`src/rtl/ddr_tx_pkg.sv`:
```
// Shared types and constants for the multi-lane SDR-to-DDR transmit block.
// Holds the state encoding, default lane pairs and a pair-replication helper.
package ddr_tx_pkg;

    typedef enum logic [1:0] {
        IDLE   = 2'd0,
        TRAIN  = 2'd1,
        STREAM = 2'd2
    } state_t;

    localparam logic [1:0] IDLE_PAIR  = 2'b00;
    localparam logic [1:0] TRAIN_PAIR = 2'b01;
    localparam int         MAX_LANES  = 16;

    // Replicates a {fall,rise} pair across the low 'lanes' lanes.
    function automatic logic [2*MAX_LANES-1:0] rep_pair(
        input logic [1:0] pair,
        input int         lanes
    );
        logic [2*MAX_LANES-1:0] v;
        v = '0;
        for (int i = 0; i < MAX_LANES; i++) begin
            if (i < lanes) v[2*i +: 2] = pair;
        end
        return v;
    endfunction

endpackage

```
`src/rtl/ddr_tx_fifo.sv`:
```
// Synchronous FIFO buffering SDR words ahead of the DDR lanes.
// Ports: clk_buf_i/reset_n_buf, i_push/i_wdata, i_pop/o_rdata (show-ahead),
//        o_full, o_empty, o_level (exact occupancy).
module ddr_tx_fifo #(
    parameter  int WIDTH = 8,
    parameter  int DEPTH = 8,
    localparam int AW    = $clog2(DEPTH),
    localparam int LW    = $clog2(DEPTH + 1)
) (
    input  logic             clk_buf_i,
    input  logic             reset_n_buf,
    input  logic             i_push,
    input  logic [WIDTH-1:0] i_wdata,
    input  logic             i_pop,
    output logic [WIDTH-1:0] o_rdata,
    output logic             o_full,
    output logic             o_empty,
    output logic [LW-1:0]    o_level
);

    logic [WIDTH-1:0] r_mem [DEPTH];
    logic [AW:0]      r_wr_ptr;
    logic [AW:0]      r_rd_ptr;
    logic             w_wr;
    logic             w_rd;

    // The extra MSB on each pointer separates full from empty.
    assign o_empty = (r_wr_ptr == r_rd_ptr);
    assign o_full  = (r_wr_ptr[AW] != r_rd_ptr[AW]) &&
                     (r_wr_ptr[AW-1:0] == r_rd_ptr[AW-1:0]);
    assign o_level = LW'(r_wr_ptr - r_rd_ptr);
    assign o_rdata = r_mem[r_rd_ptr[AW-1:0]];

    assign w_wr = i_push && !o_full;
    assign w_rd = i_pop && !o_empty;

    always_ff @(posedge clk_buf_i or negedge reset_n_buf) begin
        if (!reset_n_buf) begin
            r_wr_ptr <= '0;
            r_rd_ptr <= '0;
        end else begin
            if (w_wr) r_wr_ptr <= r_wr_ptr + (AW+1)'(1);
            if (w_rd) r_rd_ptr <= r_rd_ptr + (AW+1)'(1);
        end
    end

    always_ff @(posedge clk_buf_i) begin
        if (w_wr) r_mem[r_wr_ptr[AW-1:0]] <= i_wdata;
    end

endmodule

```
`src/rtl/ddr_tx_lanes.sv`:
```
// Multi-lane SDR-to-DDR transmit front end: FIFO, mode FSM, output register.
// Ports: clk_buf_i/reset_n_buf, enable_buf, train_en, in_valid/in_ready/in_data,
//        ddr_d/ddr_en to the pad cells, fifo_level, underflow, training.
module ddr_tx_lanes
    import ddr_tx_pkg::*;
#(
    parameter int         LANES      = 4,
    parameter int         FIFO_DEPTH = 8,
    parameter logic [1:0] IDLE_WORD  = IDLE_PAIR,
    parameter logic [1:0] TRAIN_WORD = TRAIN_PAIR
) (
    input  logic                             clk_buf_i,
    input  logic                             reset_n_buf,
    input  logic                             enable_buf,
    input  logic                             train_en,
    input  logic                             in_valid,
    output logic                             in_ready,
    input  logic [2*LANES-1:0]               in_data,
    output logic [2*LANES-1:0]               ddr_d,
    output logic                             ddr_en,
    output logic [$clog2(FIFO_DEPTH+1)-1:0]  fifo_level,
    output logic                             underflow,
    output logic                             training
);

    localparam int W = 2 * LANES;
    localparam logic [W-1:0] IDLE_VEC  = W'(rep_pair(IDLE_WORD, LANES));
    localparam logic [W-1:0] TRAIN_VEC = W'(rep_pair(TRAIN_WORD, LANES));

    state_t         r_state;
    state_t         w_nxt;
    logic           r_empty_seen;
    logic           r_rdy;
    logic [W-1:0]   r_ddr_d;
    logic           r_ddr_en;
    logic           r_underflow;
    logic [W-1:0]   w_rdata;
    logic [W-1:0]   w_ddr_d_nxt;
    logic           w_full;
    logic           w_empty;
    logic           w_push;
    logic           w_pop;

    // r_rdy keeps in_ready low while reset is held.
    assign in_ready   = r_rdy && !w_full;
    assign w_push     = in_valid && in_ready;
    assign ddr_d      = r_ddr_d;
    assign ddr_en     = r_ddr_en;
    assign underflow  = r_underflow;
    assign training   = (r_state == TRAIN);

    ddr_tx_fifo #(
        .WIDTH (W),
        .DEPTH (FIFO_DEPTH)
    ) u_fifo (
        .clk_buf_i   (clk_buf_i),
        .reset_n_buf (reset_n_buf),
        .i_push      (w_push),
        .i_wdata     (in_data),
        .i_pop       (w_pop),
        .o_rdata     (w_rdata),
        .o_full      (w_full),
        .o_empty     (w_empty),
        .o_level     (fifo_level)
    );

    always_comb begin
        w_nxt = r_state;
        unique case (r_state)
            IDLE: begin
                if (train_en)      w_nxt = TRAIN;
                else if (!w_empty) w_nxt = STREAM;
            end
            TRAIN: begin
                if (!train_en) w_nxt = w_empty ? IDLE : STREAM;
            end
            STREAM: begin
                if (train_en)                     w_nxt = TRAIN;
                else if (w_empty && r_empty_seen) w_nxt = IDLE;
            end
            default: w_nxt = IDLE;
        endcase
        if (!enable_buf) w_nxt = r_state;
    end

    // The output register captures what the state being entered drives,
    // so a word entering STREAM from IDLE is popped on that same edge.
    assign w_pop = enable_buf && (w_nxt == STREAM) && !w_empty;

    always_comb begin
        w_ddr_d_nxt = IDLE_VEC;
        unique case (1'b1)
            w_pop:            w_ddr_d_nxt = w_rdata;
            (w_nxt == TRAIN): w_ddr_d_nxt = TRAIN_VEC;
            default:          w_ddr_d_nxt = IDLE_VEC;
        endcase
    end

    always_ff @(posedge clk_buf_i or negedge reset_n_buf) begin
        if (!reset_n_buf) begin
            r_state      <= IDLE;
            r_empty_seen <= 1'b0;
            r_rdy        <= 1'b0;
            r_ddr_d      <= '0;
            r_ddr_en     <= 1'b0;
            r_underflow  <= 1'b0;
        end else begin
            r_rdy <= 1'b1;
            if (enable_buf) begin
                r_state      <= w_nxt;
                r_ddr_d      <= w_ddr_d_nxt;
                r_ddr_en     <= (w_nxt != IDLE);
                r_empty_seen <= (r_state == STREAM) &&
                                (w_nxt == STREAM) && w_empty;
                if ((r_state == STREAM) && w_empty) r_underflow <= 1'b1;
            end
        end
    end

endmodule

```
`config.mk`:
```
export PLATFORM = sky130hd
export DESIGN_NAME = ddr_tx_lanes
export DESIGN_NICKNAME = d
export VERILOG_FILES = /design/src/rtl/ddr_tx_pkg.sv /design/src/rtl/ddr_tx_fifo.sv /design/src/rtl/ddr_tx_lanes.sv
export SDC_FILE = /design/constraint.sdc
export NUM_CORES = 1
export LEC_CHECK = 0
export ABC_CLOCK_PERIOD_IN_PS = 4500
export BUFFER_PORTS_ARGS = -buffer_cell sky130_fd_sc_hd__buf_2
export CORE_AREA = 2 2 80 82
export CTS_CLUSTER_SIZE = 14
export DETAILED_ROUTE_END_ITERATION = 8
export DIE_AREA = 0 0 82 84
export PLACE_DENSITY = 0.75
export SLEW_MARGIN = 20
export SYNTH_ARGS = -nofsm -noshare
export SYNTH_HDL_FRONTEND = slang
export SYNTH_SLANG_ARGS = --single-unit
```
`constraint.sdc`:
```
create_clock -name clk_buf_i -period 4.5 [get_ports clk_buf_i]
set_input_delay 0.45 -clock clk_buf_i [delete_from_list [all_inputs] [get_ports clk_buf_i]]
set_output_delay 0.45 -clock clk_buf_i [all_outputs]
set_load 0.02 [all_outputs]
```
Yosys cells after proc, flatten, opt, wreduce, memory -nomap -nowiden:

Memories as Yosys holds them, arrays and structs flattened.
Cells that the tools add are included.

* mux-type cells: 11
* reductions and logical operators: 16
* equality and inequality tests: 7
* add/sub/neg operators: 3

Operators with widths (number)
* one-hot mux 8 bit (2 select lines): 1
* 2-to-1 mux 2 bit: 7
* logical AND 1 bit: 11
* adder 4 x 1 -> 4 bit (second input constant): 2
* one-hot mux 2 bit (3 select lines): 1
* == test 2 x 1 -> 1 bit (second input constant): 2
* == test 2 bit (second input constant): 2
* == test 4 bit: 1
* subtractor 4 bit: 1
* == test 3 bit: 1
* logical NOT 1 bit: 2
* logical NOT 2 bit: 1
* 2-to-1 mux 1 bit: 2
* AND reduction 2 bit: 1
* nonzero test 2 bit: 1
* inequality test 1 bit: 1

* bits in registers: 22
* logic and storage cells: 46
* memories kept: 1
* output and inout bits: 16
* memory bits (writable): 64

Memory list
* u_fifo.r_mem: words 8, width 8, rd ports 1, clocked after memory_dff 0, write ports 1, RTL line ddr_tx_fifo.sv:21 `logic [WIDTH-1:0] r_mem [DEPTH];`

Longest topological paths before layout:

* word-level depth: 10
* depth in mapped cells: 8

Cells and area by module:

Synthesis repeated with hierarchy kept, for this count alone.

* cell total of the unflattened synthesis: 219
* area, all modules: 3584.7 µm²

Modules (own cells, without submodules)
* ddr_tx_fifo: sequential area each 2122.0 µm², times used 1, area an instance 2996.6 µm², cells an instance 168
* ddr_tx_lanes: sequential area each 350.3 µm², times used 1, area an instance 588.1 µm², cells an instance 51

Worst setup path after synthesis:

OpenSTA, ideal clock, no wires.

* path type: reg-to-reg
* start point: reg u_fifo.r_rd_ptr[1]
* end point: mem u_fifo.r_mem[0][0] (enable)
* slack: 1.626 ns
* stages on the path, launching flop included: 9
* library setup time: 0.395 ns
* clock period less this slack: 2.874 ns
* required time: 4.105 ns
* data arrival time: 2.480 ns
* cell sequence: dfrtp_1 buf_4 buf_6 inv_1 ha_1 nand3_1 o21a_1 nand2_2 nor4_1

* cells in the longest elaborated chain, start to end: 8

RTL lines
* start: declaration: RTL line ddr_tx_fifo.sv:23 `logic [AW:0] r_rd_ptr;`
* start signal: assignment: RTL line ddr_tx_fifo.sv:43 `if (w_rd) r_rd_ptr <= r_rd_ptr + (AW+1)'(1);`
* == test 3 bit: RTL line ddr_tx_fifo.sv:30 `(r_wr_ptr[AW-1:0] == r_rd_ptr[AW-1:0]);`
* logical AND 1 bit: RTL line ddr_tx_fifo.sv:29 `assign o_full = (r_wr_ptr[AW] != r_rd_ptr[AW]) &&`
* logical NOT 1 bit: RTL line ddr_tx_lanes.sv:45 `assign in_ready = r_rdy && !w_full;`
* logical AND 1 bit: RTL line ddr_tx_lanes.sv:45
* net in_ready: RTL line ddr_tx_lanes.sv:17 `output logic in_ready,`
* logical AND 1 bit: RTL line ddr_tx_lanes.sv:46 `assign w_push = in_valid && in_ready;`
* logical AND 1 bit: RTL line ddr_tx_fifo.sv:34 `assign w_wr = i_push && !o_full;`
* 2-to-1 mux 1 bit: RTL line ddr_tx_fifo.sv:48 `if (w_wr) r_mem[r_wr_ptr[AW-1:0]] <= i_wdata;`
* 2-to-1 mux 1 bit (implied by the code): RTL line ddr_tx_fifo.sv:48
* end: declaration: RTL line ddr_tx_fifo.sv:21

The timed path passes the listed nets, and every way through them passes these cells.

Final worst setup path:

* start point: reg u_fifo.r_rd_ptr[2]
* end point: mem u_fifo.r_mem[0][1] (enable)

* cells in the longest elaborated chain, start to end: 8

RTL lines (RTL line)
* == test 3 bit *: ddr_tx_fifo.sv:30
* logical AND 1 bit *: ddr_tx_fifo.sv:29
* logical NOT 1 bit *: ddr_tx_fifo.sv:34, ddr_tx_lanes.sv:45
* logical AND 1 bit: ddr_tx_lanes.sv:45
* logical AND 1 bit: ddr_tx_lanes.sv:46
* logical AND 1 bit *: ddr_tx_fifo.sv:34
* 2-to-1 mux 1 bit *: ddr_tx_fifo.sv:48
* 2-to-1 mux 1 bit (implied by the code) *: ddr_tx_fifo.sv:48

Mark *: on every way between the ends. The rest lies on a longest branch, timed or not.

==> run summary <==
The share of the synthesized area in the top cell type came out at about 55%. The count of endpoints failing hold in the final timing report came out at 0. The sum of negative setup slack came out at 0 ps. The worst max-slew margin expressed relative to the limit is around 30%. The cell area reported after detailed placement came out at between 3000 and 4000 µm².

The setup slack of the most critical reg-to-reg path is around 1500 ps. In this run the worst hold path is classified as input pin to asynchronous set/reset pin. The HPWL after detailed placement came out at about 3.9 mm. The number of setup buffers added after CTS came out at 0. The critical path ends at u_fifo.r_mem[0][1]$_DFFE_PP_. After global routing the overflow that remains totals 0. The vias per cell is between 5 and 6. The max-slew violation count is 0. After synthesis, flip-flops and latches occupy 70.2% of the total area. The fmax came out at roughly 340 MHz. The post-synthesis sequential element count came out at 86. The post-layout instance count excluding filler cells is approximately 320.

The total of hold buffers inserted after clock tree synthesis came out at 0. Between clock sinks in the finished design, the worst skew comes to ~6.8 ps. The number of clock buffers added by TritonCTS is 9. The endpoint type of the worst setup path is a register. The worst-case IR drop observed on VDD is between 0.0003 and 0.0004 V. The number of clock sinks came out at 86.

The final net count is roughly 260. The run finished with clean final reports. The buffer depth of the longest clock path is 2.

The clock latency on the worst-skew pair is roughly 340 ps. The wire length of the first global-routing pass came out at approximately 9.6 mm. The die is about 84 µm tall. The via count of the first global-routing pass came out at approximately 1.9k. The number of different library cells in the post-synthesis netlist is 40. The first-pass iteration count of the detailed router came out at 4. The post-layout instance area is slightly below 4000 µm². The net switching fraction of the power is between 30% and 40%. Tracing the worst setup path back leads to its startpoint at u_fifo.r_rd_ptr[2]$_DFFE_PN0P_. Data on the critical path arrives at its endpoint at roughly 2900 ps. The clock-pin slew reported for the worst setup and hold paths after clock tree synthesis came out at about 80 ps. Setup repair after global routing left no endpoint under its margin.

Synthesis produced a netlist whose cell count is slightly above 200. In this run the static leakage power is between 1 and 1.5 nW. The total I/O pin count is 29. The post-synth design cell area came out at approximately 3500 µm². The startpoint identified for the worst register-to-register timing path is u_fifo.r_rd_ptr[2]$_DFFE_PN0P_. The sequential share of power is between 40% and 50%. The final estimated routing congestion in global placement came out at between 0.8 and 0.9. The power density over the cells came out at 647 nW/µm². The detailed-route via count came out at about 1.8k. The overall routing resource usage came out at about a fifth. The growth of design area from synthesis to finish came out at 12.7%. The tree is rooted in a clkbuf_8. The switching power came out at 0.876 mW. The wire length reported by the detailed router came out at 6.07 mm. The depth of the most critical reg-to-reg path is 6. The number of buffer cells added on primary ports came out at 28. Dividing the detail-routed wire length by the instance count gives ~19 µm. The violation count after the first detailed-routing iteration came out at 110.

The final setup violation count is 0. The pin count of the biggest net entering global routing came out at 23. In the post-synthesis netlist, the biggest area contributors are edfxtp_1 (55%), dfrtp_1 (16%), mux4_2 (10%). In this run the number of H-tree levels came out at 3. The critical path in this run is classified as register to register. The post-synthesis cell type with the largest combined area is edfxtp_1. The internal power component is around 1.7 mW. The post-route netlist has ~29% of its cells at a drive strength greater than 1. The share of total power in the clock network is 22.2%. The initial core utilization is between 50 and 60%. The number of antenna diodes is 0. The die is between 80 and 90 µm wide. STA classifies the critical path startpoint as a register. In this run, the combinational gates consume roughly 34% of the power. The required time at the endpoint of the critical path is 4460 ps. The slew at the pin with the worst max-slew slack is 1050 ps. The post-route fraction of the period consumed by the critical path came out at 65.7%. The average instance area after synthesis came out at ~17 µm². Once placement completed, the tool counted placed cells totaling 306. The overall power of the completed layout is 2.57 mW. The warning count from the yosys run came out at 0. The number of max-cap violations came out at 0. The shortest period the worst path allows came out at 2960 ps. The core occupancy in the finished layout is 65.1%. In this run the standard cell core region covers just over 6000 µm². The floorplan has 29 rows.

The maximum net fanout on the critical path came out at 19. After detailed routing, the number of remaining DRC violations is 0. The initial antenna violation count is 0. TritonCTS built the clock tree.

The endpoint identified for the worst register-to-register timing path is u_fifo.r_mem[0][1]$_DFFE_PP_. The die covers 6890 µm². The final antenna-violating net count is 0. The total nets after synthesis came out at 222. The post-CTS resize count is 0.
-- state kept, by name, summed over array words and instances (netlist names) --
| name | cells |
|---|---|
| ddr_d | 8 |
| u_fifo.r_mem | 64 |
| ddr_en | 1 |
| u_fifo.r_wr_ptr | 4 |
| u_fifo.r_rd_ptr | 4 |
| r_rdy | 1 |
| r_state | 2 |
| r_empty_seen | 1 |
| underflow | 1 |
-- synth_stat cells, drive strengths merged --
| cell type | count |
|---|---|
| a211o | 1 |
| a211oi | 6 |
| a21bo | 1 |
| a21boi | 1 |
| a21o | 1 |
| a21oi | 1 |
| a31oi | 1 |
| and2 | 1 |
| and3 | 1 |
| buf | 5 |
| clkbuf | 2 |
| conb | 1 |
| dfrtp | 22 |
| edfxtp | 64 |
| fa | 1 |
| ha | 5 |
| inv | 14 |
| mux2 | 1 |
| mux2i | 8 |
| mux4 | 16 |
| nand2 | 9 |
| nand3 | 3 |
| nand3b | 1 |
| nor2 | 10 |
| nor2b | 1 |
| nor3 | 5 |
| nor4 | 1 |
| o2111ai | 1 |
| o21a | 1 |
| o21ai | 1 |
| o21bai | 1 |
| o22ai | 6 |
| o32ai | 1 |
| xnor2 | 7 |
| xor2 | 2 |
-- per-stage QoR --
| step | worst slack, ps | hold slack (ps) |
|---|---|---|
| 2_1_floorplan | 1630 | 154 |
| 3_3_place_gp | 1600 | 443 |
| 3_5_place_dp | 1530 | 448 |
| 4_1_cts | 1520 | 70.8 |
| 5_1_grt | 1310 | 99.4 |
| 6_report | 1540 | 59.5 |
-- critical path, stage by stage (launching register included) --
cell     delay [ps]
dfrtp_1         870
inv_1           110
ha_1            380
nand3_1         130
o21a_1          170
nand2_2         120
nor4_2          800
-- power groups by stage --
stage | Sequential (mW) | Clock (mW) | Combinational [mW]
6_report | 1.12 | 0.571 | 0.873
2_1_floorplan | 1.11 | 0 | 0.663
5_1_grt | 1.14 | 0.614 | 0.967
3_3_place_gp | 1.14 | 0 | 0.865
3_5_place_dp | 1.14 | 0 | 0.880
4_1_cts | 1.12 | 0.583 | 0.884
-- cell families (layout without fill, tap and decap cells) --
family / after synthesis / count (layout) / share of synthesized area, %
and+or+nand+nor: 32 / 32 / 4.23
buffers and inverters: 21 / 63 / 2.74
xor gates and xnor gates: 9 / 9 / 2.45
muxes: 25 / 25 / 12.8
other: 1 / 1 / 0.107
DFF: 86 / 86 / 70.2
adders and majority gates: 6 / 6 / 2.35
AOI/OAI and AO/OA: 23 / 23 / 5.08
-- layout make-up --
type,instances,area (µm²)
sequential,86,2470
fill,429,2130
multi-input combinational,96,958
timing repair buffer,33,178
clock buffer,9,124
tap,77,96.3
clock inverter,7,87.6
inverter,14,52.6
-- cell usage in the layout, fill, tap and decap left out, types with 5 or more instances in the layout --
cell,synthesis,layout
buf_2,2,28
nor2_1,10,10
ha_1,5,5
mux4_2,16,16
xnor2_1,6,6
inv_1,14,14
nand2_1,8,8
dfrtp_1,22,22
nor3_1,5,5
edfxtp_1,64,64
clkbuf_8,0,9
a211oi_1,5,5
mux2i_1,8,8
buf_4,2,5
o22ai_1,6,6
-- worst min-delay path by stage --
stage	depth (start not counted)	startpoint	endpoint	slack, ps
3_5_place_dp	1	reset_n_buf	r_empty_seen$_DFFE_PN0P_	450
3_3_place_gp	1	reset_n_buf	ddr_en$_DFFE_PN0P_	440
5_1_grt	1	reset_n_buf	underflow$_DFFE_PN0P_	100
4_1_cts	1	reset_n_buf	ddr_d[0]$_DFFE_PN0P_	70
6_report	1	reset_n_buf	ddr_en$_DFFE_PN0P_	60
2_1_floorplan	0	reset_n_buf	ddr_d[0]$_DFFE_PN0P_	150
-- layer usage --
metal  track usage [%]  vias to the layer above  wire length [µm]
met5                 0                        -                 0
met3              3.57                       14               258
met2              29.7                       44              2940
li1                  -                      850                 -
met4              10.2                        0               155
met1              28.4                      910              2720
(Power assumes the default switching activity.)
